$ cat config.mk
export PLATFORM = sky130hd
export DESIGN_NAME = mul_sequencer
export DESIGN_NICKNAME = d
export VERILOG_FILES = /design/src/rtl/mul_pkg.sv /design/src/rtl/mul_shift_add_dp.sv /design/src/rtl/mul_sequencer.sv
export SDC_FILE = /design/constraint.sdc
export NUM_CORES = 1
export LEC_CHECK = 0
export ABC_AREA = 1
export CAP_MARGIN = 20
export CORE_UTILIZATION = 40
export CTS_CLUSTER_DIAMETER = 40
export DETAILED_ROUTE_END_ITERATION = 10
export PLACE_DENSITY = 0.73
export SLEW_MARGIN = 20
export SYNTH_ARGS = -nofsm -noshare
export SYNTH_HDL_FRONTEND = slang
export SYNTH_SLANG_ARGS = --single-unit
export TNS_END_PERCENT = 10
$ cat constraint.sdc
create_clock -name clk_i -period 3 [get_ports clk_i]
set_clock_uncertainty 0.05 [all_clocks]
set_input_delay 0.6 -clock clk_i [delete_from_list [all_inputs] [get_ports clk_i]]
set_output_delay 0.6 -clock clk_i [all_outputs]
set_load 0.02 [all_outputs]
$ cat src/rtl/mul_pkg.sv
// Shared definitions for the iterative RV32M MUL unit.
// This package holds the FSM state encoding and the instruction decode constants.
package mul_pkg;

    typedef enum logic [1:0] {
        IDLE = 2'b00,
        RUN  = 2'b01,
        DONE = 2'b10
    } mul_state_t;

    localparam logic [6:0] FUNCT7_MULDIV = 7'b0000001;
    localparam logic [2:0] FUNCT3_MUL    = 3'b000;

    function automatic logic is_mul(input logic [6:0] func7, input logic [2:0] func3);
        return (func7 == FUNCT7_MULDIV) && (func3 == FUNCT3_MUL);
    endfunction

endpackage

$ cat src/rtl/mul_shift_add_dp.sv
// Shift-add multiplier datapath: consumes one multiplier bit per step.
// acc_next is the accumulator value after the current step and is the product on the last step.
module mul_shift_add_dp
    import mul_pkg::*;
#(
    parameter int unsigned DATA_W = 32
) (
    input  logic              clk,
    input  logic              rst_n,
    input  logic              load,
    input  logic              step,
    input  logic [DATA_W-1:0] op_a,
    input  logic [DATA_W-1:0] op_b,
    output logic [DATA_W-1:0] acc_next
);

    logic [DATA_W-1:0] acc;
    logic [DATA_W-1:0] mcand;
    logic [DATA_W-1:0] mplier;

    // Carry out of the top bit is dropped: only the low half of the product is kept.
    assign acc_next = acc + (mplier[0] ? mcand : '0);

    always_ff @(posedge clk or negedge rst_n) begin
        if (!rst_n) begin
            acc    <= '0;
            mcand  <= '0;
            mplier <= '0;
        end else if (load) begin
            acc    <= '0;
            mcand  <= op_a;
            mplier <= op_b;
        end else if (step) begin
            acc    <= acc_next;
            mcand  <= mcand << 1;
            mplier <= mplier >> 1;
        end
    end

endmodule

$ cat src/rtl/mul_sequencer.sv
// Multi-cycle RV32M MUL controller for the EX stage.
// It decodes MUL, stalls the pipeline for DATA_W iterations, and then pulses done_o with the result.
module mul_sequencer
    import mul_pkg::*;
#(
    parameter int unsigned DATA_W = 32,
    parameter int unsigned CNT_W  = $clog2(DATA_W) + 1
) (
    input  logic              clk_i,
    input  logic              rst_i,
    input  logic              start_i,
    input  logic [6:0]        func7_i,
    input  logic [2:0]        func3_i,
    input  logic [DATA_W-1:0] rs1_data_i,
    input  logic [DATA_W-1:0] rs2_data_i,
    input  logic              flush_i,
    output logic              busy_o,
    output logic              stall_o,
    output logic              done_o,
    output logic [DATA_W-1:0] result_o
);

    mul_state_t        state;
    mul_state_t        state_next;
    logic [CNT_W-1:0]  count;
    logic              accept;
    logic              last_step;
    logic              load;
    logic              step;
    logic [DATA_W-1:0] acc_next;

    assign accept    = (state == IDLE) && start_i && !flush_i && is_mul(func7_i, func3_i);
    assign last_step = (count == CNT_W'(DATA_W - 1));

    assign busy_o = (state == RUN);
    // A flush in the DONE cycle means the MUL itself is squashed, so its pulse is withheld.
    assign done_o = (state == DONE) && !flush_i;

    always_comb begin
        state_next = state;
        load       = 1'b0;
        step       = 1'b0;
        stall_o    = 1'b0;
        case (state)
            IDLE: begin
                if (accept) begin
                    state_next = RUN;
                    load       = 1'b1;
                    stall_o    = 1'b1;
                end
            end
            RUN: begin
                if (flush_i) begin
                    state_next = IDLE;
                end else begin
                    step    = 1'b1;
                    stall_o = 1'b1;
                    if (last_step) begin
                        state_next = DONE;
                    end
                end
            end
            DONE:    state_next = IDLE;
            default: state_next = IDLE;
        endcase
    end

    always_ff @(posedge clk_i or negedge rst_i) begin
        if (!rst_i) begin
            state    <= IDLE;
            count    <= '0;
            result_o <= '0;
        end else begin
            state <= state_next;
            if (load) begin
                count <= '0;
            end else if (step) begin
                count <= count + CNT_W'(1);
            end
            if (step && last_step) begin
                result_o <= acc_next;
            end
        end
    end

    mul_shift_add_dp #(
        .DATA_W(DATA_W)
    ) u_dp (
        .clk      (clk_i),
        .rst_n    (rst_i),
        .load     (load),
        .step     (step),
        .op_a     (rs1_data_i),
        .op_b     (rs2_data_i),
        .acc_next (acc_next)
    );

endmodule

Yosys cells after proc, flatten, opt, wreduce, memory -nomap -nowiden
Index checks and enable logic that the tools add are counted.
- output and inout bits: 35
- logic and storage cells: 43
- register bits after elaboration: 136
- bits of input ports: 78
- muxes and demuxes: 18
- equal/unequal tests: 6
- $add $sub $neg: 2
- reduce and logical (&&, ||, !) cells: 11
- operators with widths (cell ; count):
    32-bit 2-to-1 mux ; 7
    32-bit adder ; 1
    6-bit 2-to-1 mux ; 2
    7-bit by 1-bit == test with 1-bit output, second input constant ; 1
    6-bit by 1-bit adder with 6-bit output, second input constant ; 1
    6-bit by 5-bit == test with 1-bit output, second input constant ; 1
    1-bit logical AND ; 6
    2-bit 2-to-1 mux ; 3
    1-bit 2-to-1 mux ; 4
    2-bit case mux with 2 select lines ; 1
    3-bit zero test ; 1
    3-bit by 2-bit inequality test with 1-bit output, second input constant ; 1
    2-bit by 1-bit == test with 1-bit output, second input constant ; 1
    2-bit == test, second input constant ; 1
    2-bit zero test ; 1
    2-bit inequality test, second input constant ; 1
    1-bit case mux with 2 select lines ; 1
    2-bit AND reduction ; 1
    2-bit nonzero test ; 1
    1-bit zero test ; 1

Longest topological paths before layout
Gate-level depths: netlist of run 1.
- word-level depth: 7
- gate-level depth with buffers: 16
- mapped depth without buffers: 14

Hierarchy
A second synthesis of run 1 with hierarchy kept.
- cells, all modules: 1180
- area, all modules: 8393.0 um^2
- modules (own cells, without submodules) (module ; area an instance (um^2) ; instances ; sequential area each (um^2) ; cells each):
    mul_shift_add_dp ; 6625.1 ; 1 ; 2402.3 ; 968
    mul_sequencer ; 1767.9 ; 1 ; 1001.0 ; 212

Worst setup path after synthesis of run 1
OpenSTA, ideal clock, no wires.
- kind: reg-to-reg
- start point: register u_dp.mplier[0]
- end point: register u_dp.acc[28]
- setup time: 0.118 ns
- slack: 0.726 ns
- data required time: 2.832 ns
- period minus slack after synthesis: 2.274 ns
- arrival time: 2.106 ns
- cell stages (with the launch flop): 15
- path buffers: 2
- cells stage by stage: dfrtp_1 -> clkbuf_1 -> clkbuf_1 -> nand2_1 -> inv_1 -> ha_1 -> fa_1 -> nand3_1 -> nand3_1 -> nand3_1 -> nand3_1 -> nand2_1 -> nand3_1 -> nand3_1 -> nand2_1
- cells in the longest elaborated chain, start to end: 4
- ends and longest elaborated chain (element ; RTL line ; text):
    start, declared ; mul_shift_add_dp.sv:19 ; logic [DATA_W-1:0] mplier;
    start signal, assigned ; mul_shift_add_dp.sv:32 ; mplier <= op_b;
    start signal, assigned ; mul_shift_add_dp.sv:36 ; mplier <= mplier >> 1;
    32-bit 2-to-1 mux ; mul_shift_add_dp.sv:22 ; assign acc_next = acc + (mplier[0] ? mcand : '0);
    32-bit adder ; mul_shift_add_dp.sv:22 ;
    32-bit 2-to-1 mux ; mul_shift_add_dp.sv:33 ; end else if (step) begin
    32-bit 2-to-1 mux ; mul_shift_add_dp.sv:29 ; end else if (load) begin
    end signal, assigned ; mul_shift_add_dp.sv:34 ; acc <= acc_next;
    end, declared ; mul_shift_add_dp.sv:17 ; logic [DATA_W-1:0] acc;
No other way between the ends. The select of a mux whose other input is x is not followed.
A chain may end at the register's enable or synchronous reset.

Worst setup path in the final report of run 1
- start point: register u_dp.mplier[0]
- end point: register result_o[31]
- cells in the longest elaborated chain, start to end: 2
- ends and longest elaborated chain (element ; RTL line ; text):
    32-bit 2-to-1 mux ; mul_shift_add_dp.sv:22 ;
    32-bit adder ; mul_shift_add_dp.sv:22 ;
    end signal, assigned ; mul_sequencer.sv:81 ; result_o <= acc_next;
    end, declared ; mul_sequencer.sv:20 ; output logic [DATA_W-1:0] result_o
No other way between the ends.

==> flow_summary.json, run 1 <==
{
  "clk-insertion-delay-late_ps": 430,
  "first_pass_iters": 5,
  "yosysMostFrequentCell": "nand2_1",
  "grt_first_pass_wirelength_um": 35600,
  "cts_tree": "yes",
  "track_usage_pct": 20.9,
  "place_ws_ps": 43.7,
  "first_global_vias": 7204,
  "htreeDepth": 4,
  "final_core_util_pct": 51.1,
  "path_cells": "buf_4 -> nand2_1 -> inv_1 -> ha_1 -> nand2_1 -> inv_1 -> nand2_1 -> nand2_1 -> inv_1 -> nand2_1 -> a21oi_1 -> nand3_1 -> nand3_1 -> nand2_1",
  "critPathCaptureType": "register",
  "worstPathArrival_ps": 2910,
  "rows": 52,
  "cpPeakStageDelay_ps": 630,
  "coreArea_sq_mm": 0.0203,
  "leakage_nw": 6.02,
  "regArea_sq_mm": 0.00340,
  "synthCells": 1204,
  "drive_above_1_share_pct": 7.15,
  "p_comb_share_pct": 4.6,
  "initial_core_util_pct": 40.9,
  "clk_pin_slew_worst_paths_ps": 60,
  "cts_inserted_buffers": 17,
  "via_per_inst": 4.74,
  "drc_errors": 0,
  "slew_headroom_pct": 49.0,
  "synth_top_cell_by_area": "dfrtp_1",
  "ys_seq_elements": 136,
  "tightest_slew_ps": 765,
  "power_mw": 4.25,
  "grt_max_degree": 69,
  "dieArea_sq_mm": 0.0213,
  "synth_top_area_share_pct": 41.0,
  "synthTopCellsByCount": "577 x nand2_1, 147 x inv_1, 136 x dfrtp_1",
  "fp.dieH_um": 146,
  "cp_max_fo": 14,
  "wl_per_cell_um": 13.2,
  "drt_iter0_drc": 582,
  "yosys_warnings": 0,
  "final_nets": 1426,
  "hold_viol": 0,
  "gp_congestion": 0.904,
  "antenna_left": 0,
  "worst_path_max_delay_cell": "dfrtp_1",
  "rsz0062_at_grt": "no",
  "clk_path_buf_depth": 2,
  "finalSetupViolCount": 0,
  "synth_edf_count": 0,
  "swShare_pct": 21.7,
  "antenna_found_initial": 0,
  "synth_nets": 1315,
  "fin_crit_ps": 2640,
  "via_count": 7569,
  "wl_um": 21100,
  "yosysSeqAreaShare_pct": 41.0,
  "p_sw_mw": 0.924,
  "nFillCells": 1991,
  "crit_path_start_kind": "register",
  "p_clk_share_pct": 51.3,
  "seq_power_share_pct": 44.1,
  "dp.cells": 1566,
  "synth_area_leaders": "dfrtp_1 41%, nand2_1 26%, inv_1 6.7%",
  "status": "completed",
  "root_buffer": "clkbuf_16",
  "post-route-period-util_pct": 88.1,
  "syn_area_per_cell_sq_um": 6.89,
  "crit_top_cell": "nand2_1",
  "cp.required_ps": 3270,
  "path_class": "register to register",
  "overflow": 0,
  "synth-async-reset-ratio_pct": 100,
  "hold_class": "input pin to async pin",
  "dp_hpwl_um": 15700,
  "cts_setup_buffers": 0,
  "dpl_cell_area_sq_mm": 0.00976,
  "cts_sinks": 136,
  "multiInputGateArea_sq_mm": 0.00414,
  "maxCapViolCount": 0,
  "vdd_ir_drop_max_mv": 0.359,
  "finalInstanceArea_sq_mm": 0.0104,
  "internal_power_mw": 3.33,
  "drv_slew": 0,
  "fmax_ghz": 0.378,
  "crit_family": "simple AND/OR/NAND/NOR gates",
  "io_pins": 113,
  "hold_slack_ps": 120,
  "setup_tns_ps": 0,
  "worst-path-buf-inv": 4,
  "layout_setup_ws_ps": 358,
  "power_density_mw_per_mm2": 410,
  "syn_area_sq_mm": 0.00830,
  "antennaDiodeCount": 0,
  "synth.distinct_cells": 31,
  "port_buffers": 112,
  "synth_ff_type": "dfrtp_1",
  "die_w_um": 146,
  "final_cells": 1598,
  "syn_to_final_growth_pct": 25.0
}
-- registers in the layout, indices dropped and copies added (netlist names) --
register / flops
result_o: 32
u_dp.mcand: 32
u_dp.mplier: 32
count: 6
state: 2
u_dp.acc: 32
-- cell type report --
| class | instances | share of cell area (%) |
|---|---|---|
| Clock buffer | 22 | 4.48 |
| Clock inverter | 10 | 1.39 |
| Inverter | 151 | 5.47 |
| Multi-Input combinational cell | 880 | 39.9 |
| Sequential cell | 136 | 32.8 |
| Tap cell | 270 | 3.26 |
| Timing Repair Buffer | 129 | 12.7 |
-- path summary, 6_finish.rpt --
path                                      from         endpoint  slack (ps)  depth (start not counted)
worst max-delay path            u_dp.mplier[0]     result_o[31]         360                         14
worst min-delay path                     rst_i   u_dp.mcand[25]         120                          1
worst max register to register  u_dp.mplier[0]     result_o[31]         360                         14
worst min register to register     result_o[7]      result_o[7]         420                          2
max in group asynchronous                rst_i  u_dp.mplier[27]        1960                          2
min in group clk_i                 result_o[7]      result_o[7]         420                          2
-- metal layers --
layer	share of wire, %	wire, um	GRT usage [%]	vias to the layer above
met5	0	0	0	-
met4	1.4	304	6.25	0
met3	5.2	1090	4.03	24
met2	44	9350	31.9	192
met1	49	10400	30.1	3437
li1	-	-	-	3916
-- power groups by stage --
| stage | Sequential, mW | Clock (mW) | Combinational [mW] |
|---|---|---|---|
| 3_5_place_dp | 1.91 | 0 | 0.199 |
| 6_report | 1.88 | 2.18 | 0.195 |
| 5_1_grt | 1.88 | 2.29 | 0.219 |
| 3_3_place_gp | 1.91 | 0 | 0.197 |
| 4_1_cts | 1.88 | 2.22 | 0.199 |
| 2_1_floorplan | 1.90 | 0 | 0.0424 |
-- placed cells by master (no fill, tap or decap), drive strengths merged, types with 18 or more instances in the layout --
cell,netlist,final
nand2,598,598
clkbuf,21,22
nor2,49,49
a21oi,22,22
ha,32,32
inv,151,152
nand3,126,126
clkdlybuf4s50,0,110
buf,16,18
dfrtp,136,136
-- logic make-up (layout without fill, tap and decap cells) --
group           after synthesis  in the layout  synth area share (%)
xor+xnor                     15             15                  1.58
compound gates               38             38                  2.52
buf+inv                     188            312                  9.20
flops                       136            136                  41.0
simple gates                794            794                  40.6
fa+ha+maj                    33             33                  5.07
-- worst register-to-register path, stage by stage, from the launching register on --
cell     delay (ps)
dfrtp_1         630
buf_4           280
nand2_1          70
inv_1            80
ha_1            290
nand2_1         150
inv_1            60
nand2_1          60
nand2_1          60
inv_1            60
nand2_1          90
a21oi_1         290
nand3_1         150
nand3_1         160
nand2_1          60
-- what timing repair did --
action	CTS	global route
gates resized for setup	0	1
hold buffers	0	0
setup endpoints to repair	0	1
(Power assumes the default switching activity.)
==> run 2, diff against run 1 <==
--- a/config.mk
+++ b/config.mk
@@ -5,12 +5,13 @@
 export SDC_FILE = /design/constraint.sdc
 export NUM_CORES = 1
 export LEC_CHECK = 0
-export ABC_AREA = 1
 export CAP_MARGIN = 20
+export CELL_PAD_IN_SITES_DETAIL_PLACEMENT = 1
+export CELL_PAD_IN_SITES_GLOBAL_PLACEMENT = 1
 export CORE_UTILIZATION = 40
 export CTS_CLUSTER_DIAMETER = 40
 export DETAILED_ROUTE_END_ITERATION = 10
-export PLACE_DENSITY = 0.73
+export PLACE_DENSITY = 0.9
 export SLEW_MARGIN = 20
 export SYNTH_ARGS = -nofsm -noshare
 export SYNTH_HDL_FRONTEND = slang
==> run 2 against run 1 <==
Net effect: the flow now finishes with violations (DRC, setup timing); power up 3.4%; clock power up 9.6%; sequential share of layout area up 0.98 points; highest routed layer unchanged.
==> flow_summary.json, run 2 <==
{
  "status": "complete, but fails checks",
  "violations": "DRC, setup timing",
  "cp_max_fo": 6,
  "synth_edf_count": 0,
  "gp_congestion": 0.840,
  "swShare_pct": 21.4,
  "crit_path_start_kind": "register",
  "io_pins": 113,
  "drt_iter0_drc": 796,
  "syn_area_per_cell_sq_um": 9.11,
  "synth_nets": 933,
  "synth_area_leaders": "dfrtp_1 45%, nand2_1 11%, a22oi_1 6.2%",
  "overflow": 0,
  "root_buffer": "clkbuf_16",
  "cts_sinks": 136,
  "cp.required_ps": 3240,
  "post-route-period-util_pct": 106,
  "ys_seq_elements": 136,
  "dieArea_sq_mm": 0.0193,
  "clk_pin_slew_worst_paths_ps": 60,
  "drive_above_1_share_pct": 16.6,
  "place_ws_ps": -148,
  "cts_hold_buf": 0,
  "cts_tree": "yes",
  "power_mw": 4.40,
  "nFillCells": 2019,
  "syn_area_sq_mm": 0.00749,
  "die_w_um": 139,
  "critPathCaptureType": "register",
  "layout_commonest_cell": "nand2_1",
  "syn_to_final_growth_pct": 34.5,
  "worstPathArrival_ps": 3420,
  "coreArea_sq_mm": 0.0181,
  "yosys_warnings": 0,
  "grt_max_degree": 67,
  "antennaDiodeCount": 0,
  "layout_setup_ws_ps": -177,
  "p_comb_share_pct": 3.6,
  "cts_inserted_buffers": 17,
  "power_density_mw_per_mm2": 436,
  "tightest_slew_ps": 633,
  "yosysSeqAreaShare_pct": 45.5,
  "synthTopCellsByCount": "221 x nand2_1, 136 x dfrtp_1, 62 x a22oi_1",
  "fp.dieH_um": 139,
  "synthCells": 822,
  "p_sw_mw": 0.942,
  "hold_class": "input pin to async pin",
  "path_class": "register to register",
  "rows": 49,
  "yosysMostFrequentCell": "nand2_1",
  "setup_tns_ps": -791,
  "via_count": 7346,
  "final_nets": 1063,
  "clk-insertion-delay-late_ps": 450,
  "via_per_inst": 6.15,
  "leakage_nw": 4.91,
  "synth_top_cell_by_area": "dfrtp_1",
  "initial_core_util_pct": 41.3,
  "drv_slew": 0,
  "final_cell_mix": "221 x nand2_1, 135 x dfrtp_1, 110 x clkdlybuf4s50_1, 62 x a22oi_1, 53 x buf_4",
  "htreeDepth": 4,
  "seq_power_share_pct": 42.0,
  "wl_per_cell_um": 24.4,
  "rsz0062_at_grt": "yes",
  "slew_headroom_pct": 57.8,
  "p_clk_share_pct": 54.4,
  "internal_power_mw": 3.45,
  "port_buffers": 112,
  "synth.distinct_cells": 68,
  "synth-async-reset-ratio_pct": 100,
  "dp_hpwl_um": 16000,
  "drc_errors": 5,
  "fin_crit_ps": 3180,
  "final_core_util_pct": 55.5,
  "antenna_found_initial": 0,
  "final_cells": 1194,
  "track_usage_pct": 26.9,
  "hold_viol": 0,
  "antenna_left": 0,
  "maxCapViolCount": 0,
  "fmax_ghz": 0.315,
  "synth_ff_type": "dfrtp_1",
  "first_global_vias": 7466,
  "vdd_ir_drop_max_mv": 0.428,
  "dp.cells": 1154,
  "synth_top_area_share_pct": 45.5,
  "clk_path_buf_depth": 2,
  "finalSetupViolCount": 13,
  "grt_first_pass_wirelength_um": 40800,
  "first_pass_iters": 11,
  "wl_um": 29100
}
==> run 2: final cells by class <==
type / instances / area [sq um] / area share, %
Clock inverter: 12 / 198 / 1.96
Inverter: 4 / 15.0 / 0.149
Tap cell: 229 / 287 / 2.85
Multi-Input combinational cell: 625 / 4150 / 41.2
Clock buffer: 20 / 457 / 4.54
Timing Repair Buffer: 168 / 1560 / 15.5
Sequential cell: 136 / 3400 / 33.8
==> run 2: logic make-up (layout without fill, tap and decap cells) <==
kind of cell / count (synthesis) / count (layout) / share of synthesized area, %
AOI/OAI and AO/OA: 217 / 217 / 20.0
xor gates and xnor gates: 31 / 31 / 3.81
adders and majority gates: 33 / 33 / 5.62
buffers and inverters: 61 / 204 / 3.53
DFF: 136 / 136 / 45.5
muxes: 7 / 7 / 1.00
and+or+nand+nor: 337 / 337 / 20.6
==> run 2: critical path: stages (launching register included) <==
cell and delay, ps:
dfrtp_2 470, and2_1 190, ha_1 230, fa_2 370, a21o_1 240, a221o_2 410
nand3_2 110, o21ai_2 90, a21oi_2 210, o21ai_0 170, xnor2_1 280, o21ai_0 180
==> run 2: worst paths after layout <==
check / cells past startpoint / end / slack (ps) / startpoint
min in group clk_i: 2 / u_dp.mplier[6] / 430 / u_dp.mplier[6]
max in group asynchronous: 2 / result_o[24] / 2040 / rst_i
hold reg to reg: 2 / u_dp.mplier[6] / 430 / u_dp.mplier[6]
setup / recovery: 11 / result_o[26] / -180 / u_dp.mplier[0]
hold / removal: 1 / u_dp.mcand[0] / 110 / rst_i
setup reg to reg: 11 / result_o[26] / -180 / u_dp.mplier[0]
==> run 2: per-layer routing <==
layer | track usage [%] | share of wire [%] | wire (um)
met5 | 0 | 0 | 0
met4 | 12.5 | 5.3 | 1560
met3 | 5.77 | 7.1 | 2060
met2 | 45.0 | 48 | 13900
met1 | 33.1 | 40 | 11600
==> run 2: metrics by stage <==
step	hold WS (ps)	cell area, sq um
finish	112	10100
detailed placement	417	9030
floorplan	254	7490
CTS	134	9770
global placement	409	9030
global route	158	10100
==> run 2: what timing repair did <==
item / in CTS / in global routing
setup endpoints to repair: 21 / 24
setup buffers: 3 / 5
cloned: 0 / 0
gates resized for setup: 17 / 50
pin swaps: 5 / 15
==> run 2: power by group through the flow <==
stage	registers, mW	logic, mW	clock network (mW)
floorplan	1.88	0.00816	0
global placement	1.88	0.156	0
detailed placement	1.88	0.159	0
CTS	1.85	0.159	2.37
global route	1.85	0.172	2.46
finish	1.85	0.158	2.39
